[src/rtl/mem_arbiter_if.sv]
// Bus bundle between the arbiter, its two requesters (core, DMA) and the memory port.
// The slave modport is the arbiter's view; master is the requester/memory side.
interface mem_arbiter_if;
    logic        c_req;
    logic        c_we;
    logic [31:0] c_adr;
    logic [31:0] c_wd;
    logic [31:0] c_rd;
    logic        c_done;

    logic        d_req;
    logic        d_we;
    logic [31:0] d_adr;
    logic [31:0] d_wd;
    logic [31:0] d_rd;
    logic        d_done;

    logic        m_req;
    logic        m_we;
    logic [31:0] m_adr;
    logic [31:0] m_wd;
    logic [31:0] m_rd;
    logic        m_ack;

    logic        err;
    logic        err_clr;

    modport slave (
        input  c_req, c_we, c_adr, c_wd,
        output c_rd, c_done,
        input  d_req, d_we, d_adr, d_wd,
        output d_rd, d_done,
        output m_req, m_we, m_adr, m_wd,
        input  m_rd, m_ack,
        output err,
        input  err_clr
    );

    modport master (
        output c_req, c_we, c_adr, c_wd,
        input  c_rd, c_done,
        output d_req, d_we, d_adr, d_wd,
        input  d_rd, d_done,
        input  m_req, m_we, m_adr, m_wd,
        output m_rd, m_ack,
        input  err,
        output err_clr
    );
endinterface

[src/rtl/mem_arbiter.sv]
// Two-master (core/DMA) round-robin arbiter onto a single memory port, with a
// per-transaction wait-cycle timeout that aborts the access and raises a sticky err.
module mem_arbiter #(
    parameter int unsigned MAX_WAIT = 15
) (
    input  logic          clk,
    input  logic          reset_n,
    mem_arbiter_if.slave  bus
);
    typedef enum logic [1:0] {
        IDLE   = 2'd0,
        BUSY_C = 2'd1,
        BUSY_D = 2'd2,
        DONE   = 2'd3
    } state_t;

    localparam logic [7:0] LAST_WAIT = 8'(MAX_WAIT - 1);

    state_t      r_state;
    state_t      w_state_next;

    logic        r_owner;        // 0 = core, 1 = DMA
    logic        r_last_grant;   // 0 = core, 1 = DMA
    logic        r_m_req;
    logic        r_m_we;
    logic [31:0] r_m_adr;
    logic [31:0] r_m_wd;
    logic [31:0] r_rd [2];
    logic [1:0]  r_done;
    logic        r_err;
    logic [7:0]  r_wait;

    logic        w_grant_c;
    logic        w_grant_d;
    logic        w_busy;
    logic        w_ack;
    logic        w_timeout;
    logic        w_finish;

    always_ff @(posedge clk or negedge reset_n) begin
        if (!reset_n) begin
            r_state <= IDLE;
        end else begin
            r_state <= w_state_next;
        end
    end

    always_comb begin
        w_state_next = r_state;
        w_grant_c    = 1'b0;
        w_grant_d    = 1'b0;
        w_ack        = 1'b0;
        w_timeout    = 1'b0;
        w_busy       = 1'b0;
        case (r_state)
            IDLE: begin
                // On a tie the requester that was not served last wins.
                if (bus.c_req && (!bus.d_req || r_last_grant)) begin
                    w_grant_c    = 1'b1;
                    w_state_next = BUSY_C;
                end else if (bus.d_req) begin
                    w_grant_d    = 1'b1;
                    w_state_next = BUSY_D;
                end
            end
            BUSY_C, BUSY_D: begin
                w_busy = 1'b1;
                if (bus.m_ack) begin
                    w_ack        = 1'b1;
                    w_state_next = DONE;
                end else if (r_wait == LAST_WAIT) begin
                    w_timeout    = 1'b1;
                    w_state_next = DONE;
                end
            end
            DONE: begin
                w_state_next = IDLE;
            end
            default: begin
                w_state_next = IDLE;
            end
        endcase
    end

    assign w_finish = w_ack || w_timeout;

    always_ff @(posedge clk or negedge reset_n) begin
        if (!reset_n) begin
            r_owner      <= 1'b0;
            r_last_grant <= 1'b1;
            r_m_req      <= 1'b0;
            r_m_we       <= 1'b0;
            r_m_adr      <= '0;
            r_m_wd       <= '0;
            r_rd[0]      <= '0;
            r_rd[1]      <= '0;
            r_done       <= '0;
            r_err        <= 1'b0;
            r_wait       <= '0;
        end else begin
            r_done <= '0;
            if (w_grant_c || w_grant_d) begin
                r_m_req      <= 1'b1;
                r_owner      <= w_grant_d;
                r_last_grant <= w_grant_d;
                r_wait       <= '0;
                r_m_we       <= w_grant_d ? bus.d_we  : bus.c_we;
                r_m_adr      <= w_grant_d ? bus.d_adr : bus.c_adr;
                r_m_wd       <= w_grant_d ? bus.d_wd  : bus.c_wd;
            end
            if (w_busy && !bus.m_ack) begin
                r_wait <= r_wait + 8'd1;
            end
            if (w_finish) begin
                r_m_req         <= 1'b0;
                r_done[r_owner] <= 1'b1;
                // An aborted access returns zero; a completed write keeps the old read data.
                if (w_timeout) begin
                    r_rd[r_owner] <= '0;
                end else if (!r_m_we) begin
                    r_rd[r_owner] <= bus.m_rd;
                end
            end
            if (w_timeout) begin
                r_err <= 1'b1;
            end else if (bus.err_clr) begin
                r_err <= 1'b0;
            end
        end
    end

    assign bus.m_req  = r_m_req;
    assign bus.m_we   = r_m_we;
    assign bus.m_adr  = r_m_adr;
    assign bus.m_wd   = r_m_wd;
    assign bus.c_rd   = r_rd[0];
    assign bus.d_rd   = r_rd[1];
    assign bus.c_done = r_done[0];
    assign bus.d_done = r_done[1];
    assign bus.err    = r_err;
endmodule
[src/flat_wrapper.sv]
// flat-port wrapper written by rule: the top's interface ports become plain ports
module mem_arbiter_flat 
#(
    parameter int unsigned MAX_WAIT = 15
)
  (clk, reset_n, bus_c_req, bus_c_we, bus_c_adr, bus_c_wd, bus_c_rd, bus_c_done, bus_d_req, bus_d_we, bus_d_adr, bus_d_wd, bus_d_rd, bus_d_done, bus_m_req, bus_m_we, bus_m_adr, bus_m_wd, bus_m_rd, bus_m_ack, bus_err, bus_err_clr);
  mem_arbiter_if bus_i ();
  input  logic clk;
  input  logic reset_n;
  input wire logic [$bits(bus_i.c_req)-1:0] bus_c_req;
  input wire logic [$bits(bus_i.c_we)-1:0] bus_c_we;
  input wire logic [$bits(bus_i.c_adr)-1:0] bus_c_adr;
  input wire logic [$bits(bus_i.c_wd)-1:0] bus_c_wd;
  output wire logic [$bits(bus_i.c_rd)-1:0] bus_c_rd;
  output wire logic [$bits(bus_i.c_done)-1:0] bus_c_done;
  input wire logic [$bits(bus_i.d_req)-1:0] bus_d_req;
  input wire logic [$bits(bus_i.d_we)-1:0] bus_d_we;
  input wire logic [$bits(bus_i.d_adr)-1:0] bus_d_adr;
  input wire logic [$bits(bus_i.d_wd)-1:0] bus_d_wd;
  output wire logic [$bits(bus_i.d_rd)-1:0] bus_d_rd;
  output wire logic [$bits(bus_i.d_done)-1:0] bus_d_done;
  output wire logic [$bits(bus_i.m_req)-1:0] bus_m_req;
  output wire logic [$bits(bus_i.m_we)-1:0] bus_m_we;
  output wire logic [$bits(bus_i.m_adr)-1:0] bus_m_adr;
  output wire logic [$bits(bus_i.m_wd)-1:0] bus_m_wd;
  input wire logic [$bits(bus_i.m_rd)-1:0] bus_m_rd;
  input wire logic [$bits(bus_i.m_ack)-1:0] bus_m_ack;
  output wire logic [$bits(bus_i.err)-1:0] bus_err;
  input wire logic [$bits(bus_i.err_clr)-1:0] bus_err_clr;
  assign bus_i.c_req = bus_c_req;
  assign bus_i.c_we = bus_c_we;
  assign bus_i.c_adr = bus_c_adr;
  assign bus_i.c_wd = bus_c_wd;
  assign bus_c_rd = bus_i.c_rd;
  assign bus_c_done = bus_i.c_done;
  assign bus_i.d_req = bus_d_req;
  assign bus_i.d_we = bus_d_we;
  assign bus_i.d_adr = bus_d_adr;
  assign bus_i.d_wd = bus_d_wd;
  assign bus_d_rd = bus_i.d_rd;
  assign bus_d_done = bus_i.d_done;
  assign bus_m_req = bus_i.m_req;
  assign bus_m_we = bus_i.m_we;
  assign bus_m_adr = bus_i.m_adr;
  assign bus_m_wd = bus_i.m_wd;
  assign bus_i.m_rd = bus_m_rd;
  assign bus_i.m_ack = bus_m_ack;
  assign bus_err = bus_i.err;
  assign bus_i.err_clr = bus_err_clr;
  mem_arbiter #(.MAX_WAIT(MAX_WAIT)) u_core (.clk(clk), .reset_n(reset_n), .bus(bus_i));
endmodule
[config.mk]
export PLATFORM = sky130hd
export DESIGN_NAME = mem_arbiter_flat
export DESIGN_NICKNAME = d
export VERILOG_FILES = /design/src/rtl/mem_arbiter_if.sv /design/src/rtl/mem_arbiter.sv /design/src/flat_wrapper.sv
export SDC_FILE = /design/constraint.sdc
export NUM_CORES = 1
export LEC_CHECK = 0
export ABC_AREA = 1
export BUFFER_PORTS_ARGS = -buffer_cell sky130_fd_sc_hd__buf_2
export CAP_MARGIN = 20
export CORE_MARGIN = 1.5
export CORE_UTILIZATION = 35
export DETAILED_ROUTE_END_ITERATION = 10
export PLACE_DENSITY = 0.72
export SLEW_MARGIN = 5
export SYNTH_ARGS = -nofsm -noshare
export SYNTH_HDL_FRONTEND = slang
export SYNTH_SLANG_ARGS = --single-unit
export TNS_END_PERCENT = 1
[constraint.sdc]
create_clock -name clk -period 1.6 [get_ports clk]
set_clock_uncertainty 0.1 [all_clocks]
set_input_delay 0.16 -clock clk [delete_from_list [all_inputs] [get_ports clk]]
set_output_delay 0.16 -clock clk [all_outputs]
set_load 0.02 [all_outputs]
==> impl_metrics.csv <==
group,metric,value,unit
job,max_cap_viol_count,0,
global_route,use_met3,0.0785,
global_route,grt_overflow_total,0,
place,post-place-ws,-0.208,ns
synth,yosys.area_share.simple,0.274,
global_route,grt_start_max_net_pins,62,
setup_path,arrival,2.02,ns
synth,synth_compound_area_frac,0.178,
route,viasPerCell,5.61,
setup_path,startpoint_type,"register",
route,route.detailed.wl_per_inst,18.6,um
synth,synthXorXnorAreaFrac,0.00115,
power,vdd_drop_max,826,uV
timing,hold_viol,0,
synth,synth_seq_cells,145,
power,clkPwrFrac,0.192,
layout,syn_to_final_growth,61.4,%
clocking,postCtsSetupBuffers,0,
route,drt_wl_total,31800,um
power,intPower,12.0,mW
clocking,cts_tree,"built",
global_route,met1_usage,0.339,
die,num_io_pins,301,
timing,setup_violations,84,
clocking,clockBufferDepth,2,
clocking,cts-htree-levels,4,
timing,rsz0062_at_grt,"true",
route,via_count,9596,
synth,synth.avg_cell_area,7.89,um2
clocking,worstSkewPairLatency,0.42,ns
layout,fin_util,0.580,
synth,synth_area,0.00762,mm2
power,comb_power_share,0.524,
layout,drive_above_1_share,0.302,
timing,worst_slack,-0.157,ns
die,fp.dieW,151,um
min_path,hold_path.class,"in2reg",
route,drt_iter0_markers,832,
layout,seq_area,0.00363,mm2
layout,nFillCells,1750,
synth,ys_seq_area_frac,0.476,
power,power.share.switching,0.469,
power,p_leak,6.25,nW
timing,min_period,1.76,ns
die,start_util,0.359,
route,antenna_left,0,
die,die_y,151,um
clocking,root_buffer,"clkbuf_16",
power,p_per_area,1840,mW/mm2
synth,yosysWarnings,0,
clocking,cts.sinks,145,
timing,fin_crit_sh,1.10,
place,post-dp-hpwl,18600,um
global_route,grt_pass1_wl,48400,um
timing,slew_violations,0,
outcome,status,"finished with violations",
timing,worst_pin_slew,0.492,ns
place,numPortBuffers,300,
route,drc,0,
global_route,met2_usage,0.428,
outcome,violations,"setup timing",
global_route,antenna_found_initial,3,
place,gp_congestion,0.863,
global_route,grt_pass1_vias,9173,
setup_path,end_kind,"register",
power,p_seq_frac,0.284,
synth,synthCells,967,
synth,yosysUniqueCellTypes,30,
clocking,cts_buffers,17,
die,die_area,0.0227,mm2
timing,slew_headroom,0.672,
power,power.switching,10.6,mW
synth,synth_top_family_by_area,"simple AND/OR/NAND/NOR gates",
synth,muxShareOfSynthArea,0.00131,
clocking,clk_pin_slew_worst_paths,0.07,ns
setup_path,critical_path.max_fanout,18,
synth,syn_nets,1138,
timing,fmax,0.569,GHz
global_route,grt_use_total,0.273,
layout,multi_input_area,0.00361,mm2
synth,synth_fa_ha_area_frac,0.00492,
layout,final_nets,1593,
route,firstDrtPassIters,5,
setup_path,required,1.86,ns
die,row_count,53,
timing,setup_tns,-10.13,ns
die,core,0.0212,mm2
setup_path,crit_type,"reg2reg",
global_route,grt.busiest_layer,"met2",
-- flip-flops by register name, indices dropped and copies added, names as in the netlist --
name	count
u_core.r_last_grant	1
u_core.bus.m_we	1
u_core.bus.c_rd	32
u_core.bus.m_req	1
u_core.r_owner	1
u_core.r_done	2
u_core.bus.d_rd	32
u_core.bus.m_wd	32
u_core.r_state	2
u_core.bus.err	1
u_core.r_wait	8
u_core.bus.m_adr	32
-- power groups by stage --
stage / clock network, mW / registers (mW) / logic, mW
final: 4.34 / 6.43 / 11.8
after global placement: 0 / 6.34 / 10.7
after detailed placement: 0 / 6.38 / 10.8
after CTS: 4.39 / 6.33 / 11.2
after global routing: 4.57 / 6.59 / 12.7
after floorplan: 0 / 7.97 / 4.62
-- layer usage --
metal	vias up	routed length, um
met5	-	13
met4	2	1530
met3	115	3430
met2	716	14800
met1	4446	12000
li1	4317	-
-- worst max-delay path, stage by stage, from the launching register on --
cell and delay (ns):
dfrtp_1 0.38, inv_2 0.06, ha_1 0.16, nand3_2 0.10, nor2_4 0.17, buf_4 0.22, clkbuf_16 0.20, nand4_1 0.08
nand2_1 0.09, nand2_1 0.05, nand2_1 0.06
-- cells by family (layout without fill, tap and decap cells) --
family          Yosys count  after routing
buf+inv                 114            582
mux                       1              1
simple gates            485            485
compound gates          218            218
xor+xnor                  1              1
fa+ha+maj                 3              3
other cells               0              2
flops                   145            145
-- repair_timing --
item                       in CTS  in global routing
pin swaps                       2                 11
gates resized for setup        22                 82
setup endpoints to repair     105                143
hold endpoints to repair      227                  0
gates cloned                    0                  1
hold buffers                  161                  0
-- area by class of cell --
class / count / area share
multi-input cells: 708 / 0.293
well taps: 275 / 0.0280
clock buffers: 18 / 0.0357
flip-flops and latches: 145 / 0.295
clock inverters: 14 / 0.0157
repair buffers: 533 / 0.326
inverters: 17 / 0.00539
diodes: 2 / 0.000407
-- Yosys cell counts --
master | instances | share of area
o311ai_0 | 35 | 0.040
o311ai_1 | 29 | 0.033
xor2_1 | 1 | 0.0011
inv_2 | 3 | 0.0015
o21a_1 | 1 | 0.00098
nor3_1 | 1 | 0.00066
buf_2 | 39 | 0.026
buf_1 | 9 | 0.0044
nand4_1 | 64 | 0.053
ha_1 | 3 | 0.0049
nor2_4 | 1 | 0.0015
clkbuf_1 | 45 | 0.022
o21ai_1 | 34 | 0.022
o31ai_2 | 2 | 0.0033
inv_1 | 14 | 0.0069
mux2i_1 | 1 | 0.0013
nor2_1 | 71 | 0.035
nand3_2 | 1 | 0.0013
nand2_1 | 275 | 0.14
buf_4 | 4 | 0.0039
o22ai_1 | 4 | 0.0033
a21boi_1 | 1 | 0.00098
a21o_1 | 1 | 0.00098
nor2_2 | 1 | 0.00082
dfstp_2 | 1 | 0.0034
dfrtp_1 | 144 | 0.47
a21oi_1 | 2 | 0.0013
o21ai_0 | 109 | 0.072
nand2_2 | 1 | 0.00082
nand3_1 | 70 | 0.046
-- final timing paths --
kind | cells past startpoint | from | slack, ns | endpoint
min reg2reg | 2 | u_core.bus.m_adr[1] | 0.39 | u_core.bus.m_adr[1]
max reg2reg | 10 | u_core.r_wait[0] | -0.16 | u_core.bus.c_rd[6]
min | 5 | bus_m_rd[22] | 0.03 | u_core.bus.c_rd[22]
max in group asynchronous | 3 | reset_n | 0.64 | u_core.bus.c_rd[25]
min in group asynchronous | 2 | reset_n | 0.16 | u_core.bus.err
max | 10 | u_core.r_wait[0] | -0.16 | u_core.bus.c_rd[6]
-- stage by stage --
step                total power [mW]  hold WS (ns)  instance area, um2  instances
finish                          22.6        0.0265               12300       1712
global route                    23.9        0.0243               12300       1711
detailed placement              17.2        0.0435                9920       1516
floorplan                       12.6        -0.236                7700        967
CTS                             22.0       0.00473               12200       1709
global placement                17.0        0.0372                9920       1516
-- cell usage in the layout, fill, tap and decap left out, types with 7 or more instances in the layout --
| cell | Yosys | routed |
|---|---|---|
| inv_1 | 14 | 9 |
| nand3_1 | 70 | 64 |
| buf_12 | 0 | 23 |
| o21ai_1 | 34 | 106 |
| dlygate4sd3_1 | 0 | 161 |
| nand2_1 | 275 | 271 |
| nand4_1 | 64 | 64 |
| dfrtp_1 | 144 | 142 |
| nor2_1 | 71 | 71 |
| clkbuf_16 | 0 | 18 |
| nand3_2 | 1 | 7 |
| o311ai_1 | 29 | 33 |
| buf_4 | 4 | 36 |
| buf_2 | 39 | 299 |
| o311ai_0 | 35 | 31 |
| inv_2 | 3 | 7 |
| o21ai_0 | 109 | 36 |
| buf_6 | 0 | 12 |
(Power assumes the default switching activity.)
